File: config.mk
export PLATFORM = sky130hd
export DESIGN_NAME = jtcontra_colmix_n
export DESIGN_NICKNAME = d
export VERILOG_FILES = /design/src/rtl/jtcontra_colmix_pkg.sv /design/src/rtl/jtcontra_colmix_prio.sv /design/src/rtl/jtcontra_colmix_n.sv
export SDC_FILE = /design/constraint.sdc
export NUM_CORES = 2
export LEC_CHECK = 0
export BUFFER_PORTS_ARGS = -buffer_cell sky130_fd_sc_hd__buf_2
export CAP_MARGIN = 20
export CORE_MARGIN = 4
export CORE_UTILIZATION = 45
export DETAILED_ROUTE_END_ITERATION = 10
export PLACE_DENSITY = 0.66
export SLEW_MARGIN = 20
export SYNTH_ARGS = -nofsm -noshare
export SYNTH_HDL_FRONTEND = slang
export SYNTH_SLANG_ARGS = --single-unit
File: constraint.sdc
create_clock -name clk -period 4.7 [get_ports clk]
set_input_delay 0.705 -clock clk [delete_from_list [all_inputs] [get_ports clk]]
set_output_delay 0.705 -clock clk [all_outputs]
set_load 0.1 [all_outputs]
File: src/rtl/jtcontra_colmix_pkg.sv
// Shared types and helpers for the N-layer colour mixer.
package jtcontra_colmix_pkg;

    // Palette fetch sequencer states
    typedef enum logic [1:0] {
        SEQ_IDLE  = 2'd0,
        SEQ_RD_HI = 2'd1,
        SEQ_RD_LO = 2'd2,
        SEQ_CAP   = 2'd3
    } seq_state_e;

    // Default pixel code width and the matching palette byte address width
    localparam int PXLW_DEF = 7;
    localparam int PAL_AW   = PXLW_DEF + 1;

    // Palette byte address width for a given pixel code width (two bytes per entry)
    function automatic int pal_aw(input int pxlw);
        return pxlw + (PAL_AW - PXLW_DEF);
    endfunction

    // Extract layer idx (w bits wide) from a packed pixel bus, zero-extended to 16 bits
    function automatic logic [15:0] layer_slice(input logic [63:0] pxl, input int idx, input int w);
        return 16'((pxl >> (idx * w)) & ((64'd1 << w) - 64'd1));
    endfunction

endpackage

File: src/rtl/jtcontra_colmix_prio.sv
// Fixed-priority layer selector: layer 0 wins, transparent or masked layers are
// skipped, and the last layer is shown unmasked when nothing else qualifies.
module jtcontra_colmix_prio
    import jtcontra_colmix_pkg::*;
#(
    parameter int LAYERS = 2,
    parameter int PXLW   = 7,
    parameter int TRW    = 4
)(
    input  logic [LAYERS*PXLW-1:0] gfx_pxl,
    input  logic [LAYERS-1:0]      gfx_en,
    output logic [PXLW-1:0]        sel_code
);

    logic [63:0]     pxl_ext;
    logic [PXLW-1:0] code_i;

    assign pxl_ext = 64'(gfx_pxl);

    // Walk from lowest to highest priority so the lowest qualifying index wins
    always_comb begin
        code_i   = '0;
        sel_code = PXLW'(layer_slice(pxl_ext, LAYERS - 1, PXLW));
        for (int i = LAYERS - 1; i >= 0; i--) begin
            code_i = PXLW'(layer_slice(pxl_ext, i, PXLW));
            if (gfx_en[i] && (code_i[TRW-1:0] != '0)) begin
                sel_code = code_i;
            end
        end
    end

endmodule

File: src/rtl/jtcontra_colmix_n.sv
// N-layer colour mixer: priority select, two-byte palette fetch through a
// small sequencer, then a blanking delay line that also masks RGB.
module jtcontra_colmix_n
    import jtcontra_colmix_pkg::*;
#(
    parameter int LAYERS    = 2,
    parameter int PXLW      = PXLW_DEF,
    parameter int TRW       = 4,
    parameter int CW        = 5,
    parameter int BLANK_DLY = 3
)(
    input  logic                   clk,
    input  logic                   rst,
    input  logic                   pxl_cen,
    input  logic                   LHBL,
    input  logic                   LVBL,
    output logic                   LHBL_dly,
    output logic                   LVBL_dly,
    input  logic                   cpu_cen,
    input  logic                   pal_cs,
    input  logic                   cpu_rnw,
    input  logic [PXLW:0]          cpu_addr,
    input  logic [7:0]             cpu_dout,
    output logic [7:0]             pal_dout,
    input  logic [LAYERS*PXLW-1:0] gfx_pxl,
    input  logic [LAYERS-1:0]      gfx_en,
    output logic [CW-1:0]          red,
    output logic [CW-1:0]          green,
    output logic [CW-1:0]          blue,
    output logic                   seq_ovr
);

    localparam int AW = pal_aw(PXLW);
    localparam int EW = 3 * CW;      // palette entry width
    localparam int HW = EW - 8;      // bits taken from the even (high) byte

    logic [PXLW-1:0] sel_code;
    logic            pal_we;

    // palette RAM, one CPU port and one video read port
    logic [7:0]      mem [0:(1<<AW)-1];
    logic [AW-1:0]   vid_addr;
    logic [7:0]      vid_q;

    // sequencer
    seq_state_e      st, st_nx;
    logic [PXLW-1:0] code_l, code_nx;
    logic [HW-1:0]   hi_byte, hi_nx;
    logic [EW-1:0]   pend, pend_nx;
    logic            ovr_nx;

    // blanking delay line
    logic [EW-1:0]        rgb_dly [BLANK_DLY];
    logic [BLANK_DLY-1:0] hbl_dly;
    logic [BLANK_DLY-1:0] vbl_dly;
    logic [EW-1:0]        rgb_out;

    jtcontra_colmix_prio #(
        .LAYERS   (LAYERS),
        .PXLW     (PXLW),
        .TRW      (TRW)
    ) u_prio (
        .gfx_pxl  (gfx_pxl),
        .gfx_en   (gfx_en),
        .sel_code (sel_code)
    );

    assign pal_we   = cpu_cen & pal_cs & ~cpu_rnw;
    assign vid_addr = {code_l, st == SEQ_RD_LO};

    // RAM array: CPU writes, video reads see the pre-write contents
    always_ff @(posedge clk) begin
        if (pal_we) begin
            mem[cpu_addr] <= cpu_dout;
        end
        vid_q <= mem[vid_addr];
    end

    // CPU read-back register
    always_ff @(posedge clk) begin
        if (rst) begin
            pal_dout <= '0;
        end else begin
            pal_dout <= mem[cpu_addr];
        end
    end

    // Sequencer state and fetch registers
    always_ff @(posedge clk) begin
        if (rst) begin
            st      <= SEQ_IDLE;
            code_l  <= '0;
            hi_byte <= '0;
            pend    <= '0;
            seq_ovr <= 1'b0;
        end else begin
            st      <= st_nx;
            code_l  <= code_nx;
            hi_byte <= hi_nx;
            pend    <= pend_nx;
            seq_ovr <= ovr_nx;
        end
    end

    // Next state: a pixel pulse always restarts the fetch, flagging any unfinished one
    always_comb begin
        st_nx   = st;
        code_nx = code_l;
        hi_nx   = hi_byte;
        pend_nx = pend;
        ovr_nx  = seq_ovr;
        if (pxl_cen) begin
            st_nx   = SEQ_RD_HI;
            code_nx = sel_code;
            if (st != SEQ_IDLE) begin
                ovr_nx = 1'b1;
            end
        end else begin
            case (st)
                SEQ_IDLE:  st_nx = SEQ_IDLE;
                SEQ_RD_HI: st_nx = SEQ_RD_LO;
                SEQ_RD_LO: begin
                    hi_nx = vid_q[HW-1:0];
                    st_nx = SEQ_CAP;
                end
                SEQ_CAP: begin
                    pend_nx = {hi_byte, vid_q};
                    st_nx   = SEQ_IDLE;
                end
                default:   st_nx = SEQ_IDLE;
            endcase
        end
    end

    // Blanking delay line, advanced once per pixel
    always_ff @(posedge clk) begin
        if (rst) begin
            for (int k = 0; k < BLANK_DLY; k++) begin
                rgb_dly[k] <= '0;
            end
            hbl_dly <= '0;
            vbl_dly <= '0;
        end else if (pxl_cen) begin
            rgb_dly[0] <= pend;
            hbl_dly[0] <= LHBL;
            vbl_dly[0] <= LVBL;
            for (int k = 1; k < BLANK_DLY; k++) begin
                rgb_dly[k] <= rgb_dly[k-1];
                hbl_dly[k] <= hbl_dly[k-1];
                vbl_dly[k] <= vbl_dly[k-1];
            end
        end
    end

    assign LHBL_dly = hbl_dly[BLANK_DLY-1];
    assign LVBL_dly = vbl_dly[BLANK_DLY-1];
    assign rgb_out  = (LHBL_dly && LVBL_dly) ? rgb_dly[BLANK_DLY-1] : '0;
    assign {blue, green, red} = rgb_out;

endmodule

# Word level (Yosys, flattened, before mapping)
# Memory sizes are Yosys's and may differ from the RTL's. A register that Yosys moved wholly into a read port is not among the register bits.
# Index checks and enable logic that the tools add are counted.
# totals
wordCells,44
ram_bits,2093
latch_bits,0
inputBits,40
ff_bits,38
output_inout_bits,26
mem_count,2
romBits,0
# op_classes
bitwise,7
div_mod_pow,0
mul,0
muxes,14
n_eq_ne,3
n_addsub,0
magnitude_cmp,0
n_shift,0
n_reduce_logical,10
# memory_table
memory,words,width,rd,rd_clocked_by_memory_dff,wr,line_no,source
mem,256,8,2,2,1,jtcontra_colmix_n.sv:41,logic [7:0] mem [0:(1<<AW)-1];
rgb_dly,3,15,3,0,3,jtcontra_colmix_n.sv:53,logic [EW-1:0] rgb_dly [BLANK_DLY];
# op_table
op,n
2-to-1 mux 15 bit,4
2-to-1 mux 1 bit,8
2-to-1 mux 7 bit,1
case mux 2 bit (3 select lines),1
AND reduction 2 bit,3
"== test 2 bit, second input constant",2
nonzero test 4 bit,1
OR reduction 2 bit,2
OR 1 bit,3
AND 1 bit,2
"== test 2 x 1 -> 1 bit, second input constant",1
logical AND 1 bit,2
zero test 2 bit,1
NOT 1 bit,2
nonzero test 2 bit,1

# Longest topological paths before layout
# logic_depth
depth_word,4
depth_mapped,15
depth_no_buf,9

# Hierarchy
# Synthesis repeated with hierarchy kept, for this count alone.
# hier_totals
hier_cells,4951
hier_area_um2,99659.3
# by_module_without_submodules
module,cells_per_inst,area_each_um2,instances,seq_area_each_um2
jtcontra_colmix_n,4943,99553.0,1,63931.3
jtcontra_colmix_prio,8,106.4,1,0.0

# Worst setup path after synthesis
# OpenSTA, ideal clock, no wires.
# synth_path
path_kind,input -> register
start,input port cpu_addr[0]
end,memory mem[113][0] (enable)
path_buffers,6
setup_slack_ns,1.428
required_time_ns,4.329
t_arrival_ns,2.901
setup_time_ns,0.371
cell_stages,10
path_cell_list,clkbuf_2 -> buf_4 -> buf_4 -> buf_4 -> inv_2 -> buf_2 -> nor3_1 -> nand2_1 -> buf_2 -> nor2_1
# synth_rtl
item,line_no,source
start: declaration,jtcontra_colmix_n.sv:22,"input logic [PXLW:0] cpu_addr,"
end: declaration,jtcontra_colmix_n.sv:41,
# Straight into the memory's write port.

# Worst setup path in the final report
# layout_path
start,register st[0]
end,register vid_q[2] (read register of mem)
# layout_via
elab_chain_len,1
# layout_rtl
item,line_no,source
start: declaration,jtcontra_colmix_n.sv:46,"seq_state_e st, st_nx;"
start signal: assignment,jtcontra_colmix_n.sv:97,st <= st_nx;
== test 2 bit,jtcontra_colmix_n.sv:69,"assign vid_addr = {code_l, st == SEQ_RD_LO};"
end: declaration,jtcontra_colmix_n.sv:43,logic [7:0] vid_q;
# No other way between the ends.
# A chain may end at the register's enable or synchronous reset.

==> results.cfg <==
[run_status]
status = finished clean

[cts]
cts_hold_buf = 0
cts.htree.levels = 4
postCtsSetupBuffers = 0
cts_tree = yes
cts.sinks = 2147
clock_latency_ns = 0.90
post_cts_resized = 0
cts.path.max_buffers = 3
root_buffer = clkbuf_16
cts_buffers = 220
cts.clk_slew.worst_paths_ns = 0.07

[sta]
tightest_slew_ns = 1.19
relSlewSlack = 0.203
period_share = 0.904
finalClockSkew_ns = 0.0718
finalWorstSetupSlack_ns = 0.450
tns_ns = 0
setup_violations = 0
hold_viol = 0
holdWs_ns = 0.0712
finalCriticalPeriod_ns = 4.25
max_freq_mhz = 235
finalMaxSlewViolations = 0
rsz0062_at_grt = false

[floorplan]
die_area_sq_um = 229000
start_util = 0.453
die_x_microns = 479
io_pins = 66
die_height_microns = 479
rows = 172
core_area_sq_um = 220000

[global_route]
antenna_found_initial = 35
track_usage = 0.308
grt_start_max_net_pins = 163
gr-total-overflow = 0
grt_pass1_vias = 60096
grt_pass1_wl_microns = 490000

[synthesis]
ys_types = 72
ys_seq_elements = 2147
syn-cell-area_sq_um = 99800
synth_top_family_by_area = multiplexers
synthXorXnorAreaFrac = 0
syn_inst = 5301
yosysWarnings = 0
ys_seq_area_frac = 0.640
syn_area_per_cell_sq_um = 18.8
synthArstFlopShare = 0
synth_edf_count = 2093
synth_mux_area_frac = 0.259
synth_nets = 5345
synth_compound_area_frac = 0.0320
synthSimpleGateAreaFrac = 0.0448
ys.flop_type = edfxtp_1
synthAdderAreaFrac = 0.000501

[drt]
drtIter0Drc = 10446
post-route-drc-count = 0
avgRoutedWirePerCell_microns = 40.2
drtPass1Iterations = 6
via_per_inst = 6.97
drtAntennaViolNets = 0
vias = 61879
wl_microns = 357000

[place]
gp_congestion = 1.05
place_ws_ns = 0.593
port_buffers = 64
hpwl_microns = 243000
dpl-instance-area_sq_um = 107000

[power_and_ir_drop]
leakage_nw = 36.1
power_density_nw_per_um2 = 378
ir_worst_vdd_mv = 0.349
p_total_mw = 43.2

[final_layout]
final_area_sq_um = 114000
nets = 5754
drive_gt1_frac = 0.348
fillers = 17272
area_growth_pct = 14.4

[hold_path]
holdPathStages = 3
hold_class = input pin to flip-flop

[setup_path]
slowest_delay_ns = 0.75
start_kind = flip-flop
crit_type = flip-flop to flip-flop
worst_ep_required_time_ns = 5.50
crit_fanout = 20
rr_worst_depth = 11
cp.arrival_ns = 5.05
path_cells = inv_1 -> ha_4 -> buf_12 -> buf_4 -> mux4_2 -> mux4_2 -> mux2_2 -> o41ai_1 -> buf_4 -> a311oi_1 -> and3_1
cp_slowest_cell = ha_4
worst_setup_path_end_kind = flip-flop

[run]
max_cap_viol_count = 0
-- critical path: cells and delay by family (launching register included) --
kind                       cells  cell delay [ns]
and+or+nand+nor                1             0.19
adders and majority gates      1             0.75
muxes                          3             1.38
buffers and inverters          4             0.88
DFF                            1             0.32
AOI/OAI and AO/OA              2             0.61
-- flip-flops by register name (all words and copies together) (netlist names), 3 cells and up --
name / flops
mem: 2048
rgb_dly: 45
pend: 15
pal_dout: 8
vid_q: 8
code_l: 7
hi_byte: 7
hbl_dly: 3
vbl_dly: 3
-- metrics by stage --
stage	instances	utilization
after global routing	8861	0.518
final	8880	0.519
after global placement	8444	0.484
after floorplan	5301	-
after detailed placement	8444	0.484
after CTS	8856	0.518
-- worst paths after layout --
| kind | start | endpoint | slack, ns |
|---|---|---|---|
| max reg2reg | st[0] | vid_q[2] | 0.45 |
| min reg2reg | pend[11] | pend[11] | 0.46 |
| max | st[0] | vid_q[2] | 0.45 |
| min | LVBL | vbl_dly[0] | 0.07 |
-- metal layers --
layer | up-vias | GRT usage | wire length (microns) | part of all wire
li1 | 23307 | - | - | -
met1 | 32446 | 0.405 | 123000 | 0.35
met2 | 5151 | 0.441 | 156000 | 0.44
met3 | 963 | 0.116 | 53400 | 0.15
met4 | 12 | 0.176 | 24000 | 0.067
met5 | - | 0 | 80 | 0.00022
-- final cells by class --
class / count / area [sq um] / share of cell area
tap: 2958 / 3700 / 0.0324
clock inverter: 155 / 1690 / 0.0148
clock buffer: 257 / 5760 / 0.0504
timing repair buffer: 616 / 5290 / 0.0463
multi-input combinational: 2713 / 33700 / 0.295
inverter: 12 / 55.1 / 0.000482
sequential: 2147 / 63900 / 0.560
antenna: 22 / 55.1 / 0.000482
-- layout by cell type, fill, tap and decap left out, drive strengths merged, types with 29 or more instances in the layout --
| master | Yosys | final |
|---|---|---|
| a211oi | 34 | 34 |
| a21oi | 98 | 98 |
| a22oi | 96 | 96 |
| a31oi | 31 | 31 |
| and2 | 58 | 58 |
| and3 | 34 | 34 |
| buf | 259 | 610 |
| bufinv | 0 | 29 |
| clkbuf | 170 | 263 |
| clkinv | 1 | 115 |
| dfxtp | 54 | 54 |
| edfxtp | 2093 | 2093 |
| mux2i | 204 | 204 |
| mux4 | 1050 | 1050 |
| nand2 | 310 | 310 |
| nand3 | 105 | 105 |
| nor2 | 345 | 345 |
| nor2b | 33 | 33 |
| nor3 | 32 | 32 |
| o21ai | 31 | 31 |
| o221ai | 34 | 34 |
-- report_power, final --
group | switching, mW | internal, mW | total, mW | leakage, nW
Combinational | 2.52 | 1.35 | 3.87 | 13.1
Sequential | 0.115 | 21.1 | 21.2 | 19.3
Clock | 7.75 | 10.4 | 18.1 | 3.64
-- synth_stat cells (8+ instances only) --
library cell,count,area [sq um]
edfxtp_1,2093,62900
mux4_2,1050,23600
nor2_1,345,1290
nand2_1,310,1160
mux2i_1,204,2040
clkbuf_1,169,634
buf_2,127,636
nand3_1,105,526
a21oi_1,98,490
a22oi_1,96,721
buf_4,67,503
and2_1,58,363
dfxtp_1,54,1080
a211oi_1,34,255
and3_1,34,213
o221ai_1,34,298
nor2b_1,33,206
buf_6,32,360
nor3_1,32,160
a31oi_1,31,194
buf_1,30,113
o21ai_0,26,130
a221oi_1,22,193
o22ai_1,19,119
nand4_1,13,81.3
mux2_2,12,135
a2111oi_0,11,96.3
a32oi_1,10,87.6
nand2b_1,10,62.6
nor4_1,10,62.6
o211ai_1,10,75.1
a22o_1,8,70.1
inv_1,8,30.0
-- cell families (layout without fill, tap and decap cells) --
group           count (synthesis)  after routing
flops                        2147           2147
mux                          1267           1267
simple gates                  988            988
compound gates                454            454
buf+inv                       441           1040
fa+ha+maj                       4              4
other cells                     0             22
No activity file was read; power rests on OpenSTA's default activity.
